`src/rtl/qua_lsp_relspe_ctrl_pkg.sv`:
```
// Shared definitions for the Qua_Lsp search sequencer (G.729 Relspe2).
// Holds bus widths, the step and FSM state encodings, the candidate scratch address,
// the LSPCB1 table base and small helpers used by the controller.
package qua_lsp_relspe_ctrl_pkg;

  localparam int unsigned ModeN  = 2;   // MA modes swept (mode port is 1 bit wide)
  localparam int unsigned NChild = 5;   // child steps
  localparam int unsigned AddrW  = 11;  // scratch-memory address width
  localparam int unsigned DataW  = 32;  // scratch-memory data width

  localparam logic [AddrW-1:0] CandAddr   = 11'h000;  // pre_select candidate word
  localparam logic [11:0]      Lspcb1Base = 12'h400;  // LSPCB1 table, 16 words/entry

  typedef enum logic [2:0] {
    StepPresel  = 3'd0,
    StepSel1    = 3'd1,
    StepSel2    = 3'd2,
    StepTdist   = 3'd3,
    StepLastsel = 3'd4
  } step_e;

  typedef enum logic [2:0] {
    StIdle   = 3'd0,
    StKick   = 3'd1,
    StWait   = 3'd2,
    StFetchA = 3'd3,
    StFetchD = 3'd4,
    StNext   = 3'd5,
    StFin    = 3'd6
  } state_e;

  function automatic logic [NChild-1:0] step_onehot(input step_e s);
    logic [NChild-1:0] oh;
    oh    = '0;
    oh[s] = 1'b1;
    return oh;
  endfunction

  // 12-bit sum, wraps by construction.
  function automatic logic [11:0] lspcb1_addr(input logic [6:0] cand);
    return Lspcb1Base + {1'b0, cand, 4'b0000};
  endfunction

endpackage

```
`src/rtl/qua_lsp_relspe_ctrl_if.sv`:
```
// Bus bundle between the Qua_Lsp sequencer and its environment.
//   start/done         : run request and one-cycle completion pulse
//   mode               : current MA mode to the children
//   child_start/done   : per-child start pulse and completion
//   lspcb1_addr        : LSPCB1 entry address for lsp_select_1
//   child_*            : per-child scratch-memory buses (child k at slice k)
//   mem_*              : shared scratch-memory port
//   test_*             : bench override of the memory port (QUA_LSP_TEST_MUX_EN only)
// Modports: slave = the sequencer, master = the environment driving it.
interface qua_lsp_relspe_ctrl_if;
  import qua_lsp_relspe_ctrl_pkg::*;

  logic                    start;
  logic                    done;
  logic                    mode;
  logic [NChild-1:0]       child_start;
  logic [NChild-1:0]       child_done;
  logic [11:0]             lspcb1_addr;
  logic [NChild*AddrW-1:0] child_read_addr;
  logic [NChild*AddrW-1:0] child_write_addr;
  logic [NChild*DataW-1:0] child_mem_out;
  logic [NChild-1:0]       child_write_en;
  logic [AddrW-1:0]        mem_read_addr;
  logic [AddrW-1:0]        mem_write_addr;
  logic [DataW-1:0]        mem_out;
  logic                    mem_write_en;
  logic [DataW-1:0]        mem_in;

`ifdef QUA_LSP_TEST_MUX_EN
  logic                    test_mux_sel;
  logic [AddrW-1:0]        test_read_addr;
  logic [AddrW-1:0]        test_write_addr;
  logic [DataW-1:0]        test_mem_out;
  logic                    test_write_en;

  modport slave (
    input  start, child_done, child_read_addr, child_write_addr, child_mem_out,
           child_write_en, mem_in, test_mux_sel, test_read_addr, test_write_addr,
           test_mem_out, test_write_en,
    output done, mode, child_start, lspcb1_addr, mem_read_addr, mem_write_addr,
           mem_out, mem_write_en
  );
  modport master (
    output start, child_done, child_read_addr, child_write_addr, child_mem_out,
           child_write_en, mem_in, test_mux_sel, test_read_addr, test_write_addr,
           test_mem_out, test_write_en,
    input  done, mode, child_start, lspcb1_addr, mem_read_addr, mem_write_addr,
           mem_out, mem_write_en
  );
`else
  modport slave (
    input  start, child_done, child_read_addr, child_write_addr, child_mem_out,
           child_write_en, mem_in,
    output done, mode, child_start, lspcb1_addr, mem_read_addr, mem_write_addr,
           mem_out, mem_write_en
  );
  modport master (
    output start, child_done, child_read_addr, child_write_addr, child_mem_out,
           child_write_en, mem_in,
    input  done, mode, child_start, lspcb1_addr, mem_read_addr, mem_write_addr,
           mem_out, mem_write_en
  );
`endif

endinterface

```
`src/rtl/qua_lsp_mem_mux.sv`:
```
// Scratch-memory port mux: one-hot select of a child bus, with a controller read
// override and (QUA_LSP_TEST_MUX_EN) a test override that beats everything.
// Ports:
//   sel_i            one-hot active child, all zero when no child owns the port
//   ctrl_rd_en_i     controller drives the read address (candidate fetch)
//   ctrl_rd_addr_i   controller read address
//   child_*_i        packed per-child buses
//   test_*_i         test override (QUA_LSP_TEST_MUX_EN only)
//   mem_*_o          shared scratch-memory port; all zero when nobody owns it
module qua_lsp_mem_mux
  import qua_lsp_relspe_ctrl_pkg::*;
(
  input  logic [NChild-1:0]       sel_i,
  input  logic                    ctrl_rd_en_i,
  input  logic [AddrW-1:0]        ctrl_rd_addr_i,
  input  logic [NChild*AddrW-1:0] child_read_addr_i,
  input  logic [NChild*AddrW-1:0] child_write_addr_i,
  input  logic [NChild*DataW-1:0] child_mem_out_i,
  input  logic [NChild-1:0]       child_write_en_i,
`ifdef QUA_LSP_TEST_MUX_EN
  input  logic                    test_mux_sel_i,
  input  logic [AddrW-1:0]        test_read_addr_i,
  input  logic [AddrW-1:0]        test_write_addr_i,
  input  logic [DataW-1:0]        test_mem_out_i,
  input  logic                    test_write_en_i,
`endif
  output logic [AddrW-1:0]        mem_read_addr_o,
  output logic [AddrW-1:0]        mem_write_addr_o,
  output logic [DataW-1:0]        mem_out_o,
  output logic                    mem_write_en_o
);

  always_comb begin
    mem_read_addr_o  = '0;
    mem_write_addr_o = '0;
    mem_out_o        = '0;
    mem_write_en_o   = 1'b0;
    // AND-OR mux; an all-zero select leaves the port idle.
    for (int k = 0; k < NChild; k++) begin
      if (sel_i[k]) begin
        mem_read_addr_o  |= child_read_addr_i[k*AddrW +: AddrW];
        mem_write_addr_o |= child_write_addr_i[k*AddrW +: AddrW];
        mem_out_o        |= child_mem_out_i[k*DataW +: DataW];
        mem_write_en_o   |= child_write_en_i[k];
      end
    end
    if (ctrl_rd_en_i) begin
      mem_read_addr_o = ctrl_rd_addr_i;
    end
`ifdef QUA_LSP_TEST_MUX_EN
    if (test_mux_sel_i) begin
      mem_read_addr_o  = test_read_addr_i;
      mem_write_addr_o = test_write_addr_i;
      mem_out_o        = test_mem_out_i;
      mem_write_en_o   = test_write_en_i;
    end
`endif
  end

endmodule

```
`src/rtl/qua_lsp_relspe_ctrl.sv`:
```
// Qua_Lsp search sequencer (G.729 Relspe2). For each MA mode runs pre_select,
// select_1, select_2 and get_tdist, then last_select once. After pre_select it
// fetches the candidate from scratch memory and forms the LSPCB1 entry address.
// Owns the shared scratch-memory port and grants it to the child in its WAIT phase.
// Ports:
//   clk_i   clock, rising edge
//   rst_ni  asynchronous active-low reset; aborts a run without a done pulse
//   bus     qua_lsp_relspe_ctrl_if.slave (start/done, child handshakes, mem port)
// Build option: QUA_LSP_TEST_MUX_EN adds a test override of the memory port.
module qua_lsp_relspe_ctrl
  import qua_lsp_relspe_ctrl_pkg::*;
(
  input logic                  clk_i,
  input logic                  rst_ni,
  qua_lsp_relspe_ctrl_if.slave bus
);

  state_e            state_q;
  step_e             step_q;
  logic              mode_q;
  logic              done_q;
  logic [NChild-1:0] child_start_q;
  logic [11:0]       lspcb1_addr_q;

  // child_start_q is loaded on entry to KICK so the pulse lines up with that state.
  always_ff @(posedge clk_i or negedge rst_ni) begin
    if (!rst_ni) begin
      state_q       <= StIdle;
      step_q        <= StepPresel;
      mode_q        <= 1'b0;
      done_q        <= 1'b0;
      child_start_q <= '0;
      lspcb1_addr_q <= Lspcb1Base;
    end else begin
      done_q        <= 1'b0;
      child_start_q <= '0;
      unique case (state_q)
        StIdle: begin
          if (bus.start) begin
            state_q       <= StKick;
            mode_q        <= 1'b0;
            step_q        <= StepPresel;
            child_start_q <= step_onehot(StepPresel);
          end
        end
        StKick: state_q <= StWait;
        StWait: begin
          if (bus.child_done[step_q]) begin
            state_q <= (step_q == StepPresel) ? StFetchA : StNext;
          end
        end
        StFetchA: state_q <= StFetchD;
        StFetchD: begin
          lspcb1_addr_q <= lspcb1_addr(bus.mem_in[6:0]);
          state_q       <= StNext;
        end
        StNext: begin
          if (step_q == StepLastsel) begin
            state_q <= StFin;
            done_q  <= 1'b1;
          end else if (step_q != StepTdist) begin
            state_q       <= StKick;
            step_q        <= step_e'(step_q + 3'd1);
            child_start_q <= step_onehot(step_e'(step_q + 3'd1));
          end else if (mode_q != 1'(ModeN - 1)) begin
            state_q       <= StKick;
            mode_q        <= mode_q + 1'b1;
            step_q        <= StepPresel;
            child_start_q <= step_onehot(StepPresel);
          end else begin
            state_q       <= StKick;
            step_q        <= StepLastsel;
            child_start_q <= step_onehot(StepLastsel);
          end
        end
        StFin:   state_q <= StIdle;
        default: state_q <= StIdle;
      endcase
    end
  end

  logic [NChild-1:0] wait_sel;
  logic              fetch_rd;

  assign wait_sel = (state_q == StWait) ? step_onehot(step_q) : '0;
  assign fetch_rd = (state_q == StFetchA);

  qua_lsp_mem_mux u_mem_mux (
    .sel_i              (wait_sel),
    .ctrl_rd_en_i       (fetch_rd),
    .ctrl_rd_addr_i     (CandAddr),
    .child_read_addr_i  (bus.child_read_addr),
    .child_write_addr_i (bus.child_write_addr),
    .child_mem_out_i    (bus.child_mem_out),
    .child_write_en_i   (bus.child_write_en),
`ifdef QUA_LSP_TEST_MUX_EN
    .test_mux_sel_i     (bus.test_mux_sel),
    .test_read_addr_i   (bus.test_read_addr),
    .test_write_addr_i  (bus.test_write_addr),
    .test_mem_out_i     (bus.test_mem_out),
    .test_write_en_i    (bus.test_write_en),
`endif
    .mem_read_addr_o    (bus.mem_read_addr),
    .mem_write_addr_o   (bus.mem_write_addr),
    .mem_out_o          (bus.mem_out),
    .mem_write_en_o     (bus.mem_write_en)
  );

  assign bus.done        = done_q;
  assign bus.mode        = mode_q;
  assign bus.child_start = child_start_q;
  assign bus.lspcb1_addr = lspcb1_addr_q;

endmodule

```
`src/flat_wrapper.sv`:
```
// flat-port wrapper written by rule: the top's interface ports become plain ports
module qua_lsp_relspe_ctrl_flat import qua_lsp_relspe_ctrl_pkg::*;
  (clk_i, rst_ni, bus_start, bus_child_done, bus_child_read_addr, bus_child_write_addr, bus_child_mem_out, bus_child_write_en, bus_mem_in, bus_done, bus_mode, bus_child_start, bus_lspcb1_addr, bus_mem_read_addr, bus_mem_write_addr, bus_mem_out, bus_mem_write_en);
  qua_lsp_relspe_ctrl_if bus_i ();
  input logic clk_i;
  input logic rst_ni;
  input wire logic [$bits(bus_i.start)-1:0] bus_start;
  input wire logic [$bits(bus_i.child_done)-1:0] bus_child_done;
  input wire logic [$bits(bus_i.child_read_addr)-1:0] bus_child_read_addr;
  input wire logic [$bits(bus_i.child_write_addr)-1:0] bus_child_write_addr;
  input wire logic [$bits(bus_i.child_mem_out)-1:0] bus_child_mem_out;
  input wire logic [$bits(bus_i.child_write_en)-1:0] bus_child_write_en;
  input wire logic [$bits(bus_i.mem_in)-1:0] bus_mem_in;
  output wire logic [$bits(bus_i.done)-1:0] bus_done;
  output wire logic [$bits(bus_i.mode)-1:0] bus_mode;
  output wire logic [$bits(bus_i.child_start)-1:0] bus_child_start;
  output wire logic [$bits(bus_i.lspcb1_addr)-1:0] bus_lspcb1_addr;
  output wire logic [$bits(bus_i.mem_read_addr)-1:0] bus_mem_read_addr;
  output wire logic [$bits(bus_i.mem_write_addr)-1:0] bus_mem_write_addr;
  output wire logic [$bits(bus_i.mem_out)-1:0] bus_mem_out;
  output wire logic [$bits(bus_i.mem_write_en)-1:0] bus_mem_write_en;
  assign bus_i.start = bus_start;
  assign bus_i.child_done = bus_child_done;
  assign bus_i.child_read_addr = bus_child_read_addr;
  assign bus_i.child_write_addr = bus_child_write_addr;
  assign bus_i.child_mem_out = bus_child_mem_out;
  assign bus_i.child_write_en = bus_child_write_en;
  assign bus_i.mem_in = bus_mem_in;
  assign bus_done = bus_i.done;
  assign bus_mode = bus_i.mode;
  assign bus_child_start = bus_i.child_start;
  assign bus_lspcb1_addr = bus_i.lspcb1_addr;
  assign bus_mem_read_addr = bus_i.mem_read_addr;
  assign bus_mem_write_addr = bus_i.mem_write_addr;
  assign bus_mem_out = bus_i.mem_out;
  assign bus_mem_write_en = bus_i.mem_write_en;
  qua_lsp_relspe_ctrl u_core (.clk_i(clk_i), .rst_ni(rst_ni), .bus(bus_i));
endmodule
```
`config.mk`:
```
export PLATFORM = sky130hd
export DESIGN_NAME = qua_lsp_relspe_ctrl_flat
export DESIGN_NICKNAME = d
export VERILOG_FILES = /design/src/rtl/qua_lsp_relspe_ctrl_pkg.sv /design/src/rtl/qua_lsp_relspe_ctrl_if.sv /design/src/rtl/qua_lsp_mem_mux.sv /design/src/rtl/qua_lsp_relspe_ctrl.sv /design/src/flat_wrapper.sv
export SDC_FILE = /design/constraint.sdc
export NUM_CORES = 1
export LEC_CHECK = 0
export BUFFER_PORTS_ARGS = -buffer_cell sky130_fd_sc_hd__buf_2
export CELL_PAD_IN_SITES_DETAIL_PLACEMENT = 1
export CELL_PAD_IN_SITES_GLOBAL_PLACEMENT = 1
export CORE_AREA = 5 5 148 150
export CTS_CLUSTER_SIZE = 40
export DETAILED_ROUTE_END_ITERATION = 7
export DIE_AREA = 0 0 153 155
export HOLD_SLACK_MARGIN = 0.03
export PLACE_DENSITY_LB_ADDON = 0.25
export SLEW_MARGIN = 10
export SYNTH_ARGS = -nofsm -noshare
export SYNTH_HDL_FRONTEND = slang
export SYNTH_SLANG_ARGS = --single-unit
```
`constraint.sdc`:
```
create_clock -name clk_i -period 2.3 [get_ports clk_i]
set_input_delay 0.345 -clock clk_i [delete_from_list [all_inputs] [get_ports clk_i]]
set_output_delay 0.345 -clock clk_i [all_outputs]
set_load 0.1 [all_outputs]
```
==> qor.yml <==
run_status:
  outcome: "finished with violations"
  failed_checks: "setup timing"
synth:
  yosys-top-cells-count: "59 x nand2_1, 57 x mux2i_1, 55 x a221o_1, 44 x o21ai_2, 20 x dfrtp_1"
  synth_top_area_share_pct: 18.8
  synth_edf_count: 0
  ys.warnings.count: 0
  post-synth-top-area-cell: "mux2i_1"
  yosysMostFrequentCell: "nand2_1"
  yosysSeqAreaShare_pct: 17.4
  async_flop_share_pct: 100
  syn_area_um2: 3030
  ys.flop_type: "dfrtp_1"
  synth-seq-cells: 21
  syn_avg_cell_area_um2: 8.70
  netlist_top_cells_area: "mux2i_1 19%, a221o_1 18%, dfrtp_1 17%, o21ai_2 13%, nand2_1 7.3%"
  synth_cells: 348
  yosysUniqueCellTypes: 36
pwr:
  seqPwrFrac_pct: 7.6
  p_int_mw: 3.13
  power_switching_mw: 4.31
  p_clk_share_pct: 4.9
  vdd_drop_max_v: 0.000508
  p_comb_share_pct: 87.4
  p_leak_nw: 3.34
  swShare_pct: 57.9
  p_per_area_nw_per_um2: 1020
die:
  initial_utilization_pct: 14.7
  die_x_um: 153
  die-area_um2: 23700
  rows: 53
  coreArea_um2: 20600
  die_h_um: 155
  num_io_pins: 389
timing:
  rsz0062_at_grt: "yes"
  worst_pin_slew_ps: 576
  setup_ws_ps: -262
  finalCritPeriodShare_pct: 111
  setup_viol: 55
  finalHoldViolations: 0
  fin_skew_ps: 1.70
  slew_viol_final: 0
  final.setup.tns_ps: -12640
  relSlewSlack_pct: 61.5
  min_period_ps: 2560
  max_freq_ghz: 0.390
grt:
  antenna_found_initial: 0
  grt_max_degree: 30
  grt_pass1_vias: 5107
  grt_pass1_wl_um: 28200
  grt-ovfl-total: 0
  globalRouteTotalUtil_pct: 14.7
final_layout:
  drive_gt1_share_pct: 76.6
  multi_input_area_um2: 2980
  area_delta_synth_final_pct: 142
  n_antenna_cell: 0
  regArea_um2: 531
  fin_nets: 1047
  fill_cells: 2425
placed_design:
  gp_congestion: 0.848
  pre_cts_slack_ps: -81.3
  io_buffers: 359
  dp_hpwl_um: 15700
clock_tree:
  ctsHtreeMaxLevel: 1
  clock_tree.buffer_depth: 2
  cts_buffers: 3
  clk_pin_slew_worst_paths_ps: 60
  clk_latency_ps: 250
  root_buffer: "clkbuf_16"
  cts_tree: "built"
  clock-sinks: 21
flow_run:
  cap_violations: 0
setup_path:
  worst_setup_path_start_kind: "flip-flop"
  crit_type: "reg2out"
  crit_path_end_kind: "primary output"
  r2r_cells: 6
  worst_ep_required_time_ps: 1960
  worstPathMaxFanout: 17
  cp.arrival_ps: 2220
detailed_routing:
  antenna_left: 0
  drcViolationCount: 0
  vias: 4441
  wirelength_um: 20100
  routed_via_density: 4.43
  wl_per_cell_um: 20.1
  drt_iter0_markers: 110
  first_pass_iters: 4
hold_path:
  hold_class: "in2async"
-- logic make-up after synthesis --
family	synth area share (%)
compound gates	36.7
simple gates	14.3
mux	21.4
buf+inv	8.80
flops	17.4
fa+ha+maj	1.24
other cells	0.124
-- what timing repair did --
action / 4_1_cts / 5_1_grt
setup endpoints to repair: 55 / 55
pin swaps: 2 / 8
cloned: 2 / 10
hold buffers: 0 / 0
resized for setup: 8 / 39
setup buffers: 1 / 7
-- critical path: stages (launching register included) --
cell and delay [ps]:
dfrtp_1 370, or3b_4 420, buf_6 130, nor4_4 130
buf_6 160, buf_4 120, buf_12 140, nand2_1 80
o21ai_2 70, a221o_4 150, buf_12 170
-- metrics by stage --
step	cell area (um2)	util (%)	cells	total power, mW	hold slack, ps
after detailed placement	6740	32.8	979	7.08	338
after global placement	6740	32.8	979	7.01	326
after global routing	7330	35.7	1003	7.72	93.7
after CTS	6910	33.6	986	7.48	66.2
after floorplan	3750	-	351	5.07	49.4
final	7330	35.7	1003	7.44	56.0
-- registers in the layout, summed over array words and instances (netlist names) --
name	cells
u_core.bus.lspcb1_addr	8
u_core.bus.child_start	5
u_core.state_q	3
u_core.step_q	3
u_core.bus.done	1
u_core.bus.mode	1
-- cell usage in the layout, fill, tap and decap left out, types with 3 or more instances in the layout --
master	synthesis	layout
nand2_2	0	17
nand2_1	59	34
buf_4	5	18
ha_1	3	3
o21ai_0	12	7
a221o_4	0	52
nor4_4	3	3
mux2i_1	57	57
and3_1	3	3
o21ai_2	44	49
clkbuf_16	0	11
o21ai_1	6	5
nand2_4	0	8
conb_1	1	4
dfrtp_1	20	19
buf_6	12	7
nor2b_1	3	3
inv_1	5	5
mux2_2	7	7
buf_2	3	304
a221o_2	0	3
a21oi_1	5	5
buf_12	0	69
nor2_1	9	9
-- power by group through the flow --
stage	clock, mW	sequential (mW)	combinational, mW
6_report	0.367	0.568	6.51
5_1_grt	0.391	0.585	6.74
4_1_cts	0.379	0.575	6.53
3_5_place_dp	0	0.581	6.50
3_3_place_gp	0	0.570	6.44
2_1_floorplan	0	1.16	3.91
-- cell type report --
class / count / share of cell area, %
Clock buffer: 3 / 1.02
Inverter: 5 / 0.256
Clock inverter: 1 / 0.0683
Sequential cell: 21 / 7.24
Timing Repair Buffer: 409 / 46.1
Multi-Input combinational cell: 289 / 40.6
Tap cell: 275 / 4.69
-- layer usage --
layer	global-route usage, %	vias to the layer above	wire [um]
li1	-	2105	-
met4	2.16	0	279
met1	16.3	2108	7450
met3	3.45	20	1400
met2	28.9	208	11000
met5	0	-	0
-- path summary, 6_finish.rpt --
check | from | to | slack [ps]
min | rst_ni | u_core.bus.mode$_DFFE_PN0P_ | 60
max in group asynchronous | rst_ni | u_core.step_q[0]$_DFFE_PN0P_ | 1860
min reg2reg | u_core.bus.lspcb1_addr[6]$_DFFE_PN0P_ | u_core.bus.lspcb1_addr[6]$_DFFE_PN0P_ | 500
max | u_core.state_q[2]$_DFFE_PN0P_ | bus_mem_read_addr[7] | -260
min in group clk_i | bus_mem_in[6] | u_core.bus.lspcb1_addr[10]$_DFFE_PN1P_ | 270
max reg2reg | u_core.state_q[0]$_DFFE_PN0P_ | u_core.step_q[0]$_DFFE_PN0P_ | 350
(Power assumes the default switching activity.)
